**src/rtl/enc_pkt_scheduler_if.sv**
```systemverilog
// Requester-side byte streams and encoder-side symbol stream of the packet scheduler.
// master = scheduler, slave = requesters/encoder/observer side.
interface enc_pkt_scheduler_if #(
    parameter int NUM_REQ = 4
);
    logic [NUM_REQ-1:0]               req_valid;
    logic [NUM_REQ-1:0][7:0]          req_data;
    logic [NUM_REQ-1:0]               req_last;
    logic [NUM_REQ-1:0]               req_ready;
    logic                             enc_pushin;
    logic [8:0]                       enc_datain;
    logic                             enc_startin;
    logic [$clog2(NUM_REQ)-1:0]       grant_id;
    logic                             busy;
    logic                             trunc_err;

    modport master (
        input  req_valid, req_data, req_last,
        output req_ready, enc_pushin, enc_datain, enc_startin, grant_id, busy, trunc_err
    );
    modport slave (
        output req_valid, req_data, req_last,
        input  req_ready, enc_pushin, enc_datain, enc_startin, grant_id, busy, trunc_err
    );
endinterface

```
**src/rtl/enc_pkt_scheduler.sv**
```systemverilog
// Round-robin packet scheduler feeding the 8b/10b encoder: K28.1 x4 preamble,
// payload (truncated at MAX_LEN), K28.5, then an idle gap for the encoder trailer.
module enc_pkt_scheduler #(
    parameter int NUM_REQ = 4,
    parameter int MAX_LEN = 64,
    parameter int IPG     = 6
) (
    input  logic clk,
    input  logic reset_n,
    enc_pkt_scheduler_if.master bus
);
    localparam int          GW     = $clog2(NUM_REQ);
    localparam logic [8:0]  K281   = 9'h13C;
    localparam logic [8:0]  K285   = 9'h1BC;
    localparam logic [15:0] LAST_B = 16'(MAX_LEN - 1);
    localparam logic [15:0] LAST_G = 16'(IPG - 1);

    typedef enum logic [2:0] {IDLE, PRE, DATA, EOP, DROP, GAP} state_t;

    state_t        state;
    logic [GW-1:0] rr;
    logic [15:0]   cnt;
    logic          trunc;
    logic [GW-1:0] grant;

    // first valid requester at or above the rr pointer, wrapping
    function automatic logic [GW-1:0] rr_pick(input logic [NUM_REQ-1:0] v, input logic [GW-1:0] p);
        int idx;
        rr_pick = p;
        for (int i = NUM_REQ - 1; i >= 0; i--) begin
            idx = (int'(p) + i) % NUM_REQ;
            if (v[idx]) rr_pick = GW'(idx);
        end
    endfunction

    logic [GW-1:0] pick, pick_nxt;
    logic          serve, acc, acc_last;
    logic [7:0]    acc_byte;

    assign pick     = rr_pick(bus.req_valid, rr);
    assign pick_nxt = GW'((int'(pick) + 1) % NUM_REQ);
    assign serve    = (state == DATA) || (state == DROP);
    assign acc      = serve && bus.req_valid[grant];
    assign acc_last = bus.req_last[grant];
    assign acc_byte = bus.req_data[grant];

    assign bus.req_ready = serve ? (NUM_REQ'(1) << grant) : '0;
    assign bus.busy      = (state != IDLE);
    assign bus.grant_id  = grant;

    // enc_* are registered one cycle ahead of the state they belong to;
    // enc_datain is left untouched on non-push cycles so it holds.
    always_ff @(posedge clk or negedge reset_n) begin
        if (!reset_n) begin
            state           <= IDLE;
            rr              <= '0;
            cnt             <= '0;
            trunc           <= 1'b0;
            grant           <= '0;
            bus.enc_pushin  <= 1'b0;
            bus.enc_datain  <= '0;
            bus.enc_startin <= 1'b0;
            bus.trunc_err   <= 1'b0;
        end else begin
            bus.enc_pushin  <= 1'b0;
            bus.enc_startin <= 1'b0;
            bus.trunc_err   <= 1'b0;
            case (state)
                IDLE: begin
                    if (|bus.req_valid) begin
                        grant           <= pick;
                        rr              <= pick_nxt;
                        cnt             <= '0;
                        trunc           <= 1'b0;
                        state           <= PRE;
                        bus.enc_pushin  <= 1'b1;
                        bus.enc_startin <= 1'b1;
                        bus.enc_datain  <= K281;
                    end
                end
                PRE: begin
                    if (cnt == 16'd3) begin
                        cnt   <= '0;
                        state <= DATA;
                    end else begin
                        cnt            <= cnt + 16'd1;
                        bus.enc_pushin <= 1'b1;
                        bus.enc_datain <= K281;
                    end
                end
                DATA: begin
                    if (acc) begin
                        bus.enc_pushin <= 1'b1;
                        bus.enc_datain <= {1'b0, acc_byte};
                        cnt            <= cnt + 16'd1;
                        if (acc_last) begin
                            state <= EOP;
                        end else if (cnt == LAST_B) begin
                            bus.trunc_err <= 1'b1;
                            trunc         <= 1'b1;
                            state         <= EOP;
                        end
                    end
                end
                EOP: begin
                    bus.enc_pushin <= 1'b1;
                    bus.enc_datain <= K285;
                    cnt            <= '0;
                    state          <= trunc ? DROP : GAP;
                end
                DROP: begin
                    if (acc && acc_last) begin
                        cnt   <= '0;
                        state <= GAP;
                    end
                end
                GAP: begin
                    if (cnt == LAST_G) state <= IDLE;
                    else               cnt   <= cnt + 16'd1;
                end
                default: state <= IDLE;
            endcase
        end
    end
endmodule

```
**src/flat_wrapper.sv**
```systemverilog
// flat-port wrapper written by rule: the top's interface ports become plain ports
module enc_pkt_scheduler_flat 
#(
    parameter int NUM_REQ = 4,
    parameter int MAX_LEN = 64,
    parameter int IPG     = 6
)
  (clk, reset_n, bus_req_valid, bus_req_data, bus_req_last, bus_req_ready, bus_enc_pushin, bus_enc_datain, bus_enc_startin, bus_grant_id, bus_busy, bus_trunc_err);
  enc_pkt_scheduler_if #(.NUM_REQ(NUM_REQ)) bus_i ();
  input  logic clk;
  input  logic reset_n;
  input wire logic [$bits(bus_i.req_valid)-1:0] bus_req_valid;
  input wire logic [$bits(bus_i.req_data)-1:0] bus_req_data;
  input wire logic [$bits(bus_i.req_last)-1:0] bus_req_last;
  output wire logic [$bits(bus_i.req_ready)-1:0] bus_req_ready;
  output wire logic [$bits(bus_i.enc_pushin)-1:0] bus_enc_pushin;
  output wire logic [$bits(bus_i.enc_datain)-1:0] bus_enc_datain;
  output wire logic [$bits(bus_i.enc_startin)-1:0] bus_enc_startin;
  output wire logic [$bits(bus_i.grant_id)-1:0] bus_grant_id;
  output wire logic [$bits(bus_i.busy)-1:0] bus_busy;
  output wire logic [$bits(bus_i.trunc_err)-1:0] bus_trunc_err;
  assign bus_i.req_valid = bus_req_valid;
  assign bus_i.req_data = bus_req_data;
  assign bus_i.req_last = bus_req_last;
  assign bus_req_ready = bus_i.req_ready;
  assign bus_enc_pushin = bus_i.enc_pushin;
  assign bus_enc_datain = bus_i.enc_datain;
  assign bus_enc_startin = bus_i.enc_startin;
  assign bus_grant_id = bus_i.grant_id;
  assign bus_busy = bus_i.busy;
  assign bus_trunc_err = bus_i.trunc_err;
  enc_pkt_scheduler #(.NUM_REQ(NUM_REQ), .MAX_LEN(MAX_LEN), .IPG(IPG)) u_core (.clk(clk), .reset_n(reset_n), .bus(bus_i));
endmodule
```
**config.mk**
```make
export PLATFORM = sky130hd
export DESIGN_NAME = enc_pkt_scheduler_flat
export DESIGN_NICKNAME = d
export VERILOG_FILES = /design/src/rtl/enc_pkt_scheduler_if.sv /design/src/rtl/enc_pkt_scheduler.sv /design/src/flat_wrapper.sv
export SDC_FILE = /design/constraint.sdc
export NUM_CORES = 1
export LEC_CHECK = 0
export ABC_AREA = 1
export CORE_ASPECT_RATIO = 0.9
export CORE_UTILIZATION = 46
export DETAILED_ROUTE_END_ITERATION = 7
export PLACE_DENSITY = 0.78
export SLEW_MARGIN = 30
export SYNTH_ARGS = -nofsm -noshare
export SYNTH_HDL_FRONTEND = slang
export SYNTH_SLANG_ARGS = --single-unit
export TNS_END_PERCENT = 20
```
**constraint.sdc**
```tcl
create_clock -name clk -period 1.5 [get_ports clk]
set_clock_uncertainty 0.1 [all_clocks]
set_input_delay 0.375 -clock clk [delete_from_list [all_inputs] [get_ports clk]]
set_output_delay 0.375 -clock clk [all_outputs]
set_load 0.01 [all_outputs]
```
==> results, run 1 <==
- The run finished, with violations left.
- The checks that failed: setup timing.
- For the worst-skew pair, the clock arrives at the later sink with an insertion delay of roughly 0.3 ns.
- After synthesis, the netlist uses 34 different library cells.
- The number of nets in the synthesized netlist is 437.
- The critical path class is flop to primary output.
- The cell type with the highest occurrence count on the critical path is sky130_fd_sc_hd__inv_2.
- The total of endpoints with negative setup slack in the final report is slightly above 40.
- The sequential share of the synthesized area is 0.3477.
- The number of buffers created by CTS is 5.
- The clock transition at the register clock pins on the worst setup and hold paths after CTS is around 0.080 ns.
- The first TritonRoute pass finished after 5 iterations.
- The CTS tree is yes.
- The arrival time of data at the critical path endpoint is between 1 and 1.5 ns.
- In the routed design, unresolved DRC markers number 0.
- The tightest min-delay check is of the flop to flop type.
- Entering global routing, the biggest net connects 25 pins.
- CTS built an H-tree with a depth of 2.
- The combined global-route utilization of all metal layers is 0.3067.
- After detailed routing, the total wire length is ~9.2 mm.
- The area used by multi-input combinational logic is 1654 sq um.
- The signal on the critical path passes through inv_2, nand2_4, nor2_4, inv_2, nand2_2, inv_4, nor3_2, buf_2.
- After the first detailed-routing iteration, the DRC count stood at ~220.
- Synthesis produced roughly 390 cells.
- For this design, the slowest cell found on the critical path is sky130_fd_sc_hd__dfrtp_1.
- The worst max-slew margin expressed relative to the limit is 0.7767.
- The top-level I/O count is between 60 and 70.
- The analysis attributes to net switching a power of roughly 3400 uW.
- The routed wirelength normalized by instance count is 15.10 um.
- The flop and latch count out of synthesis is 36.
- The leakage power figure is between 0.002 and 0.0025 uW.
- For this design, the sink count on the clock tree is 36.
- The initial cell density of the core is 0.4844.
- The detail-routed via count per cell is approximately 5.3.
- The final max-slew violation count is 0.
- The share of the clock period used by the worst path after layout is 1.253.
- The global-route wire length before repair is around 14 mm.
- The routed via count is 3260.
- Buffers placed on the I/O ports in this run total 60.
- The initialized floorplan defines 25 standard-cell rows.
- The count of antenna-violating nets left after detailed routing is 0.
- The power share of the clock group is 0.128.
- Summed over all instances, the cell type with the most area after synthesis is sky130_fd_sc_hd__dfrtp_1.
- The post-synthesis instance area is 2591 sq um.
- The kind of end point of the critical path is a primary output.
- The estimated wirelength of the detail-placed design is about 6.1 mm.
- The floorplan step set the die width to 81.12 um.
- The power density over the cells is 1758 nW/um^2.
- Averaged over all synthesized cells, the footprint is between 6 and 7 sq um.
- The die covers approximately 6000 sq um.
- The final-report hold violation count is 0.
- In this run the worst path has a maximum fanout of 4.
- At the pin with the least slew margin, the transition time is about 0.33 ns.
- The time the worst path needs with I/O delays and setup is around 1.9 ns.
- In this design, the stage delay of the slowest critical-path cell is ~0.39 ns.
- The total internal power is roughly 4100 uW.
- The cell at the root of the clock tree is sky130_fd_sc_hd__clkbuf_8.
- Once layout is complete, the utilization of the core stands at 0.7993.
- Sorting the synthesized cells by area gives the leading types as sky130_fd_sc_hd__dfrtp_1 35%, sky130_fd_sc_hd__nand2_1 22%, sky130_fd_sc_hd__nand3_1 5.6%, sky130_fd_sc_hd__inv_1 5.1%, sky130_fd_sc_hd__a21oi_1 4.8%.
- Of the total power, the share spent switching nets is 0.4555.
- The worst path setup slack after routing is -0.3791 ns.
- In this run the deepest clock path goes through 2 buffers.
- The sequential cells in the finished layout cover a total of around 900 sq um.
- The number of nets at the end of the flow is approximately 590.
- Max-cap violations in this run came to 0.
- The worst-case IR drop observed on VDD is ~1.5 mV.
- 0 antenna diodes ended up in the layout.
- Prior to clock tree synthesis, the placed netlist has a worst setup slack of -0.5732 ns.
- Of the post-synthesis cell area, the dominant cell type holds 0.3477.
- In the final layout, the share of cells above drive strength 1 is 0.3254.
- Of the total power, combinational logic draws 0.681.
- The top achievable clock speed is 0.5322 GHz.
- Counting the fill cells in the layout gives around 350.
- The area of the core region is 5349 sq um.
- After global routing the overflow that remains totals 0.
- The final estimated routing congestion in global placement is between 0.8 and 0.9.
- The number of synthesis warnings is 0.
- Setup repair after global routing could not meet its margin everywhere.
- The number of global-route vias before repair is ~3000.
- Relative to the synthesized area, the layout overhead comes to 64.99%.
- STA classifies the critical path startpoint as a flop.
- Data on the critical path is required at its endpoint by about 1 ns.
- From bottom edge to top edge, the die measures 73.20 um.
- The number of antenna violations at the first check in global routing is 0.
- The share of total power dissipated in sequential elements is 0.191.
==> cell usage after synthesis, drive strengths merged <==
cell and instances:
xor2 11, clkinv 1, nor2 36, nand4 4, nand3 31, buf 5, nor3b 1, ha 2
a21oi 26, nor3 8, inv 46, clkbuf 4, o21ai 14, a31oi 1, a221oi 4, and2 1
o21a 2, a22oi 1, xnor2 2, o2bb2ai 3, dfrtp 36, nand2 154
==> state kept, by name (all words and copies together) (netlist names) <==
name,count
u_core.trunc,1
u_core.bus.enc_pushin,1
u_core.rr,2
u_core.bus.grant_id,2
u_core.state,3
u_core.bus.enc_startin,1
u_core.bus.enc_datain,9
u_core.cnt,16
u_core.bus.trunc_err,1
==> final timing paths <==
check / slack, ns / end / cells past startpoint / from
max in group asynchronous: 0.45 / u_core.bus.grant_id[0]$_DFFE_PN0P_ / 3 / reset_n
setup reg to reg: -0.34 / u_core.state[1]$_DFFE_PN0P_ / 11 / u_core.bus.grant_id[0]$_DFFE_PN0P_
hold / removal: 0.39 / u_core.bus.enc_datain[3]$_DFFE_PN0P_ / 2 / u_core.bus.enc_datain[3]$_DFFE_PN0P_
setup / recovery: -0.38 / bus_req_ready[2] / 8 / u_core.state[2]$_DFFE_PN0P_
hold reg to reg: 0.39 / u_core.bus.enc_datain[3]$_DFFE_PN0P_ / 2 / u_core.bus.enc_datain[3]$_DFFE_PN0P_
min in group asynchronous: 0.40 / u_core.state[2]$_DFFE_PN0P_ / 2 / reset_n
==> final cells by class <==
type / count / share of cell area
inverter: 47 / 0.04273
timing repair buffer: 151 / 0.3093
multi-input combinational: 302 / 0.3869
clock buffer: 7 / 0.02253
sequential: 36 / 0.2119
tap: 67 / 0.01961
clock inverter: 1 / 0.007024
==> repair_timing <==
action | 4_1_cts | 5_1_grt
endpoints found under the hold margin | 12 | 0
endpoints found under the setup margin | 54 | 42
gates cloned | 1 | 1
buffers inserted | 7 | 2
resized for setup | 74 | 29
hold buffers | 1 | 0
pin swaps | 8 | 9
==> layout by cell type (no fill, tap or decap), drive strengths merged, types with 8 or more instances in the layout <==
cell	count
clkdlybuf4s50	37
o21ai	14
nand3	31
nand2	154
xor2	11
a21oi	26
nor2	37
buf	97
dlygate4sd2	15
nor3	8
dfrtp	36
inv	46
==> per-layer routing <==
metal  global-route usage  routed length (um)  share of wire
met5                    0                   0              0
met4              0.09524                 136          0.015
met3              0.06625                 701          0.076
met2               0.5154                4568           0.50
met1               0.3925                3821           0.41
==> worst max-delay path, delay by kind of cell, from the launching register on <==
kind	cells	cell delay, ns
flip-flops	1	0.39
buffers and inverters	4	0.35
AND/OR/NAND/NOR	4	0.36
==> power by group through the flow <==
stage / Combinational [uW] / Clock, uW / Sequential [uW]
2_1_floorplan: 2280 / 0 / 1490
3_3_place_gp: 4230 / 0 / 1410
3_5_place_dp: 4350 / 0 / 1430
4_1_cts: 4700 / 961 / 1410
5_1_grt: 5490 / 1020 / 1460
6_report: 5120 / 963 / 1430
==> metrics by stage <==
stage	total power, uW	setup TNS, ns	area (sq um)	hold slack [ns]	cells
detailed placement	5774	-20.42	3881	0.1938	591
finish	7514	-10.50	4275	0.3890	611
floorplan	3770	-4.464	2613	-0.02059	393
CTS	7070	-9.421	4167	0.3940	608
global placement	5637	-18.30	3881	0.1972	591
global route	7973	-14.23	4275	0.4209	611
==> cell families (layout without fill, tap and decap cells) <==
family	after synthesis	count (layout)	share of synthesized area
flip-flops	36	36	0.3477
buffers and inverters	56	206	0.09174
XOR/XNOR	13	13	0.04394
AND/OR/NAND/NOR	235	236	0.3921
AO/OA/AOI/OAI	51	51	0.1149
adder cells (fa/ha/maj)	2	2	0.009656
(Power assumes the default switching activity.)
==> run 2, diff against run 1 <==
- ABC_AREA: 1 -> default
- CORE_UTILIZATION: 46 -> 44
- PLACE_DENSITY: 0.78 -> 0.77
==> run 2 against run 1 <==
The run still ends with setup timing left. Critical endpoint is now u_core.cnt[14]$_DFFE_PN0P_. Synthesized cell count shrank 41%. Via count shrank 27%. Total power shrank 73%. Combinational power shrank 93%. Cell count shrank 30%.
==> results, run 2 <==
- The required time of the worst setup path is about 1.6 ns.
- The clock network latency to the later pin of the worst-skew pair is roughly 0.3 ns.
- Entering global routing, the biggest net connects 37 pins.
- The proportion of synthesized flip-flops having asynchronous set or reset is 1.000.
- In the final routed layout, each cell accounts on average for about 17 um.
- The flow ran to the end, but the final reports show violations.
- approximately 60 I/O pins were placed.
- The count of maximum capacitance violations is 0.
- Summed over all failing endpoints, the final setup total negative slack is -22.90 ns.
- After synthesis the netlist holds a flip-flop and latch count of 36.
- The checks that failed: setup timing.
- The number of buffers created by CTS is 5.
- The final-report hold violation count came to 0.
- The worst pin sits at a relative slew slack of 0.7477.
- Yosys attributes the largest share of cell area to sky130_fd_sc_hd__dfrtp_1 40%, sky130_fd_sc_hd__mux4_2 10%, sky130_fd_sc_hd__a21oi_1 4.0%, sky130_fd_sc_hd__o21ai_0 3.6%, sky130_fd_sc_hd__nor2_1 3.0%.
- The worst setup path is of the flop to flop kind.
- By count the netlist is led by 36 x sky130_fd_sc_hd__dfrtp_1, 18 x sky130_fd_sc_hd__a21oi_1, 18 x sky130_fd_sc_hd__nor2_1, 16 x sky130_fd_sc_hd__nand2_1, 16 x sky130_fd_sc_hd__o21ai_0.
- In the finished design, the share of the clock period the worst path needs comes to 1.514.
- The fraction of layout instances using a drive strength above 1 is 0.3534.
- Summed over all nets, the half-perimeter wirelength after detailed placement is ~5.2 mm.
- The die is between 60 and 70 um tall.
- The library cells used most frequently in the layout, excluding fill and tap cells, are 64 x sky130_fd_sc_hd__buf_4, 36 x sky130_fd_sc_hd__clkdlybuf4s50_1, 34 x sky130_fd_sc_hd__dfrtp_1.
- The net count after synthesis is roughly 280.
- The worst vdd rail ir drop is ~0.6 mV.
- The floorplan step defined a core boundary enclosing around 4900 sq um.
- The startpoint identified for the worst register-to-register timing path is u_core.cnt[12]$_DFFE_PN0P_.
- The detail-routed via count per cell is about 5.5.
- The register with the most flip-flops in the final layout is u_core.cnt.
- The first detailed-routing pass took 4 iterations.
- In this run the number of H-tree levels came out at 2.
- The power density over the cells is 566.9 nW/um^2.
- Summed over all cells, the static leakage comes to between 0.0015 and 0.002 uW.
- Clock tree synthesis found a total of 36 sinks.
- The number of global-route vias before repair is between 2000 and 2500.
- The worst min-delay path class is flop to flop.
- The time the worst path needs with I/O delays and setup is roughly 2.3 ns.
- Of the post-synthesis cell area, the dominant cell type holds 0.4020.
- The most common cell after layout, fill and taps aside is sky130_fd_sc_hd__buf_4.
- The most area-hungry cell type in the Yosys netlist is sky130_fd_sc_hd__dfrtp_1.
- For the worst flop-to-flop path, the logic depth is 8.
- In the final layout, the registers with the most flip-flops are u_core.cnt x16, u_core.bus.enc_datain x9, u_core.state x3.
- The count of antenna-violating nets left after detailed routing is 0.
- The prevailing post-synth register cell is sky130_fd_sc_hd__dfrtp_1.
- The worst hold path passes through 2 cells.
- After detailed routing, the total wire length is roughly 7.2 mm.
- The sequential share of the synthesized area is 0.4020.
- The number of instances in the synthesized netlist is about 230.
- The die covers 5383 sq um.
- In the global route stage, overall resource usage came out at 0.2799.
- In this run the critical register-to-register path is captured at u_core.cnt[14]$_DFFE_PN0P_.
- The total inserted antenna cells is 0.
- The count of standard-cell rows is 24.
- Setup violations remaining at the end of the flow were counted as 41.
- STA classifies the critical path endpoint as a flop.
- After the last flow step, the layout net total stands at between 400 and 500.
- The worst path setup slack after routing is -0.7712 ns.
- The routed via count is ~2400.
- The synthesized netlist occupies a cell area of around 2200 sq um.
- The global-route wire length before repair is 11.68 mm.
- The final estimated routing congestion in global placement is about 0.79.
- Setup repair after global routing could not meet its margin everywhere.
- The number of antenna violations at the first check in global routing is 0.
- The clock transition at the register clock pins on the worst setup and hold paths after CTS is approximately 0.070 ns.
- The average cell area after synthesis is 9.701 sq um.
- The top achievable clock speed is around 0.44 GHz.
- The transition time of the tightest slew-check pin is roughly 0.38 ns.
- The final max-slew violation count is 0.
- The register with the most flip-flops in the layout has 16 of them.
- Of all nets on the critical path, the largest fanout is 7.
- The initial cell density of the core is 0.4606.
- STA puts the critical path data arrival time at 2.41 ns.
- In this run the deepest clock path goes through 2 buffers.
- After the first detailed-routing iteration, the DRC count stood at about 170.
- TritonCTS built the clock tree.
- The quantity of I/O buffers inserted on ports is 60.
- The number of enable flip-flop cells after synthesis is 0.
- The total chip power is slightly above 2000 uW.
- The leading cell type by number of instances after synthesis is sky130_fd_sc_hd__dfrtp_1.
- The cell at the root of the clock tree is sky130_fd_sc_hd__clkbuf_8.
- The total overflow reported by the global router is 0.
- The worst setup path is launched from a flop.
- The Yosys step of the flow raised 0 warnings.
- The number of different library cells used by synthesis comes to 53.
- The worst hold path startpoint is u_core.bus.enc_datain[7]$_DFFE_PN0P_.
- The die extent in x is between 70 and 80 um.
- The layout-stage area growth over the synthesis result is 62.48%.
- The endpoint with the worst hold slack is u_core.bus.enc_datain[7]$_DFFE_PN0P_.
- After detailed routing, the number of remaining DRC violations is 0.
- Hold is met by slightly below 0.4 ns.
- The worst register-to-register path has a setup slack of -0.77 ns.
-- run 2: cell types whose count changed in the layout (fill, tap and decap cells not counted), sizes merged, moves of 6 or more --
cell	before	now
inv	46	9
mux4	0	10
nand2b	0	6
a21oi	26	19
xor2	11	0
o31ai	0	9
and3	0	9
nand2	154	16
o21ai	14	22
nand3	31	9
nor2	37	18
buf	97	83
-- run 2: through the flow --
| step | utilization | area, sq um | std cells | setup slack (ns) |
|---|---|---|---|---|
| after global routing | 0.7485 | 3641 | 430 | -0.8490 |
| after floorplan | - | 2247 | 231 | -0.6963 |
| after global placement | 0.6968 | 3390 | 413 | -0.9290 |
| final | 0.7485 | 3641 | 430 | -0.7712 |
| after detailed placement | 0.6968 | 3390 | 413 | -1.044 |
| after CTS | 0.7415 | 3607 | 429 | -0.7582 |
-- run 2: layer usage --
metal  vias to the layer above  track usage  part of all wire
met1                      1166       0.3524              0.42
met3                        17      0.04211             0.031
met2                        55       0.4779              0.53
met5                         -            0                 0
met4                         0       0.1174             0.023
li1                       1143            -                 -
-- run 2: final cells by class --
type | instances | area (sq um)
Sequential cell | 36 | 903.4
Fill cell | 344 | 1224
Inverter | 9 | 33.78
Clock buffer | 8 | 90.09
Timing Repair Buffer | 137 | 1206
Multi-Input combinational cell | 175 | 1326
Tap cell | 65 | 81.33
-- run 2: how the worst max path moves through the flow --
stage,slack (ns),from,endpoint
global placement,-0.93,bus_req_valid[2],u_core.cnt[5]$_DFFE_PN0P_
detailed placement,-1.04,bus_req_valid[2],u_core.cnt[5]$_DFFE_PN0P_
global route,-0.85,u_core.cnt[0]$_DFFE_PN0P_,u_core.cnt[12]$_DFFE_PN0P_
floorplan,-0.70,u_core.cnt[7]$_DFFE_PN0P_,u_core.cnt[11]$_DFFE_PN0P_
CTS,-0.76,u_core.cnt[10]$_DFFE_PN0P_,u_core.cnt[14]$_DFFE_PN0P_
finish,-0.77,u_core.cnt[12]$_DFFE_PN0P_,u_core.cnt[14]$_DFFE_PN0P_
-- run 2: cells by family (layout without fill, tap and decap cells) --
group                    Yosys count  count (layout)  share of synthesized area
buffers and inverters             21             154                    0.04410
multiplexers                      11              11                     0.1055
XOR/XNOR                           2               2                   0.007818
flip-flops                        36              36                     0.4020
AO/OA/AOI/OAI                     79              79                     0.2373
adder cells (fa/ha/maj)            2               2                    0.01117
AND/OR/NAND/NOR                   80              81                     0.1921
-- run 2: timing repair --
| item | CTS | global route |
|---|---|---|
| pin swaps | 16 | 3 |
| hold buffers | 1 | 0 |
| cloned | 1 | 0 |
| gates resized for setup | 76 | 13 |
| buffers inserted | 7 | 1 |
| endpoints found under the setup margin | 55 | 42 |
| endpoints found under the hold margin | 36 | 0 |
-- run 2: critical path, stage by stage, from the launching register on --
cell and delay [ns]:
sky130_fd_sc_hd__dfrtp_1 0.41, sky130_fd_sc_hd__or4_4 0.53, sky130_fd_sc_hd__nor4_4 0.26, sky130_fd_sc_hd__buf_4 0.19, sky130_fd_sc_hd__a31oi_4 0.08, sky130_fd_sc_hd__a21oi_4 0.22, sky130_fd_sc_hd__buf_6 0.15, sky130_fd_sc_hd__o21bai_1 0.11
sky130_fd_sc_hd__a22o_1 0.15
-- run 2: report_power, final --
group / total [uW] / switching [uW] / leakage, uW / internal [uW]
clock network: 738 / 363 / 0.0000455 / 375
logic: 334 / 120 / 0.00108 / 214
registers: 992 / 12.2 / 0.000441 / 980
total: 2060 / 496 / 0.00157 / 1570
==> run 3, diff against run 2 <==
- ABC_AREA: default -> 1
- CORE_UTILIZATION: 44 -> 46
- PLACE_DENSITY: 0.77 -> 0.78
- SKIP_LAST_GASP: default -> 1
==> run 3 against run 2 <==
The run still ends with setup timing left. Routed wire length grew 53%. Clock power up 32%. Fmax up 5.0%. Largest power group is now combinational logic. Via count up 52%. Critical endpoint is now u_core.state[0]$_DFFE_PN0P_. Worst hold slack better by 0.0096 ns.
==> results, run 3 (synthesized netlist as in run 1, its figures left out) <==
- The number of cells traversed by the worst hold path is 2.
- The checks that failed: setup timing.
- The worst path setup slack after routing is -0.6622 ns.
- The type of origin of the critical path is a flop.
- After the first detailed-routing iteration, the DRC count stood at 382.
- Across every metal layer, demand over resource in global routing totals 0.2977.
- The estimated wirelength of the detail-placed design is about 6.1 mm.
- The fraction of layout instances using a drive strength above 1 is 0.3599.
- The most common cell after layout, fill and taps aside is sky130_fd_sc_hd__nand2_1.
- Setup repair after global routing could not meet its margin everywhere.
- The final-report hold violation count is 0.
- The die height is about 73 um.
- The number of global-route vias before repair is a little under 3000.
- Compared with the post-synthesis result, the final layout area differs by 72.19%.
- CTS placed an instance of sky130_fd_sc_hd__clkbuf_8 at the clock tree root.
- The worst min-delay path class is flop to flop.
- For this configuration, the core starts out at a cell density of 0.4844.
- The share of the clock period used by the worst path after layout is 1.441.
- The register-to-register path setup slack is -0.66 ns.
- Measured against its own limit, the worst slew margin works out to 0.7651.
- The clock reaches the later pin of the worst-skew pair after 0.30 ns.
- The required time of the worst setup path is roughly 1.6 ns.
- The number of detailed-routing iterations run before antenna repair is 8.
- The startpoint of the worst-slack reg-to-reg timing path is u_core.cnt[1]$_DFFE_PN0P_.
- The most flop-heavy register is u_core.cnt.
- The number of nets at the end of the flow is between 500 and 600.
- The total inserted antenna cells is 0.
- The time the worst path needs with I/O delays and setup is ~2.2 ns.
- In this run the worst setup path begins at u_core.cnt[1]$_DFFE_PN0P_.
- The largest registers in the layout are u_core.cnt x16, u_core.bus.enc_datain x9, u_core.state x3.
- The count of maximum capacitance violations is 0.
- The run finished, with violations left.
- The number of antenna violations at the first check in global routing is 0.
- The worst vdd rail ir drop is between 1 and 1.5 mV.
- The detail-routed via count per cell is slightly below 6.
- For this run, the top clock speed supported by timing is around 0.46 GHz.
- The die extent in x is 81.12 um.
- The count of standard-cell rows is 25.
- between 60 and 70 I/O pins were placed.
- TritonCTS built the clock tree.
- Clock tree synthesis found a total of 36 sinks.
- The final max-slew violation count is 0.
- In the routed design, unresolved DRC markers number 0.
- The design draws around 8100 uW.
- For this run the aggregate overflow at the end of global routing stands at 0.
- The number of cells on the worst reg-to-reg path is 8.
- Clock tree synthesis inserted a total of 5 buffers.
- For the pin with the worst max-slew slack, the measured transition is ~0.35 ns.
- The utilization of the core after routing is 0.8342.
- The maximum number of pins on one net before global-route repair is 25.
- The number of flip-flops under the largest register name is 16.
- The routed wirelength normalized by instance count is around 18 um.
- The number of levels in the clock H-tree is 2.
- Input and output buffers added on the ports amount to 60.
- The wire length reported by the detailed router is around 11 mm.
- The timing endpoint of the critical path is u_core.state[0]$_DFFE_PN0P_.
- At the end of routability-driven placement, the weighted congestion stood at roughly 0.9.
- The kind of end point of the critical path is a flop.
- By startpoint and endpoint, the worst setup path is classified as flop to flop.
- The count of antenna-violating nets left after detailed routing is 0.
- The area of the core region is ~5300 sq um.
- The clock transition at the register clock pins on the worst setup and hold paths after CTS is about 0.080 ns.
- The number of buffers on the longest clock path is 2.
- Setup violations remaining at the end of the flow were counted as 54.
- The first global-routing pass estimated about 13 mm of wire.
- Dividing total power by cell area gives a power density of 1818 nW/um^2.
- In this run the worst path has a maximum fanout of 4.
- After filler insertion, the fill cell instance count of the layout stands at 260.
- The leakage power figure is 0.002245 uW.
- The die footprint is 5938 sq um.
- The endpoint of the lowest-slack register-to-register path is u_core.state[0]$_DFFE_PN0P_.
- The final route contains approximately 3600 vias.
- The arrival time of data at the critical path endpoint is roughly 2.2 ns.
- In the layout the commonest cells are 121 x sky130_fd_sc_hd__nand2_1, 89 x sky130_fd_sc_hd__buf_4, 50 x sky130_fd_sc_hd__clkdlybuf4s50_1.
[run 3: cell count changes in the layout (fill, tap and decap cells not counted), moves of 12 or more]
cell	change
sky130_fd_sc_hd__nand2_1	+106
sky130_fd_sc_hd__buf_4	+25
sky130_fd_sc_hd__nand2_2	+25
sky130_fd_sc_hd__inv_1	+22
sky130_fd_sc_hd__nand3_1	+18
sky130_fd_sc_hd__dlygate4sd2_1	-15
sky130_fd_sc_hd__inv_2	+15
sky130_fd_sc_hd__clkdlybuf4s50_1	+14
sky130_fd_sc_hd__nor2_4	+12
[run 3: layout make-up]
| class | instances | area [sq um] | area share |
|---|---|---|---|
| tap | 67 | 83.83 | 0.01879 |
| clock buffer | 7 | 96.34 | 0.02159 |
| multi-input combinational | 302 | 1730 | 0.3878 |
| sequential | 36 | 905.9 | 0.2030 |
| clock inverter | 1 | 30.03 | 0.006730 |
| inverter | 47 | 178.9 | 0.04010 |
| timing repair buffer | 160 | 1436 | 0.3219 |
[run 3: how the worst min path moves through the flow]
stage                                                    start                                    to  slack, ns
after floorplan                                        reset_n  u_core.bus.enc_datain[0]$_DFFE_PN0P_      -0.02
after global placement                                 reset_n            u_core.cnt[11]$_DFFE_PN0P_       0.20
after detailed placement                               reset_n            u_core.cnt[11]$_DFFE_PN0P_       0.19
after CTS                 u_core.bus.enc_datain[3]$_DFFE_PN0P_  u_core.bus.enc_datain[3]$_DFFE_PN0P_       0.40
after global routing      u_core.bus.enc_datain[3]$_DFFE_PN0P_  u_core.bus.enc_datain[3]$_DFFE_PN0P_       0.42
final                     u_core.bus.enc_datain[3]$_DFFE_PN0P_  u_core.bus.enc_datain[3]$_DFFE_PN0P_       0.40
[run 3: routing by layer]
layer  track usage  wire, um
met5             0         0
met4       0.08929       638
met3       0.06375      1147
met2        0.4986      5160
met1        0.3837      4097
[run 3: critical path, cell delays in order (launching register included)]
cell	delay (ns)
sky130_fd_sc_hd__dfrtp_1	0.44
sky130_fd_sc_hd__ha_4	0.20
sky130_fd_sc_hd__nand3_1	0.17
sky130_fd_sc_hd__nor3_1	0.29
sky130_fd_sc_hd__nand2_1	0.12
sky130_fd_sc_hd__nand3_1	0.11
sky130_fd_sc_hd__nand3_1	0.16
sky130_fd_sc_hd__o21ai_0	0.32
sky130_fd_sc_hd__nand2_1	0.12
[run 3: metrics by stage]
stage | TNS, ns | instance area, sq um | setup WS, ns | cells | hold slack, ns
finish | -16.86 | 4462 | -0.6622 | 620 | 0.3974
floorplan | -4.464 | 2613 | -0.1863 | 393 | -0.02059
CTS | -12.86 | 4159 | -0.3427 | 608 | 0.3984
global placement | -18.30 | 3881 | -0.5212 | 591 | 0.1972
detailed placement | -20.42 | 3881 | -0.5732 | 591 | 0.1938
global route | -22.43 | 4462 | -0.6884 | 620 | 0.4198
[run 3: what timing repair did]
action,4_1_cts,5_1_grt
pin swaps,7,27
buffers inserted,7,10
resized for setup,42,64
endpoints found under the setup margin,54,54
hold buffers,1,0
hold endpoints to repair,12,0
cloned,1,2
[run 3: where the power goes]
part / total [uW] / switching [uW] / internal, uW
Combinational: 5670 / 3090 / 2580
Clock: 975 / 388 / 587
Sequential: 1470 / 251 / 1220
Total: 8110 / 3730 / 4380
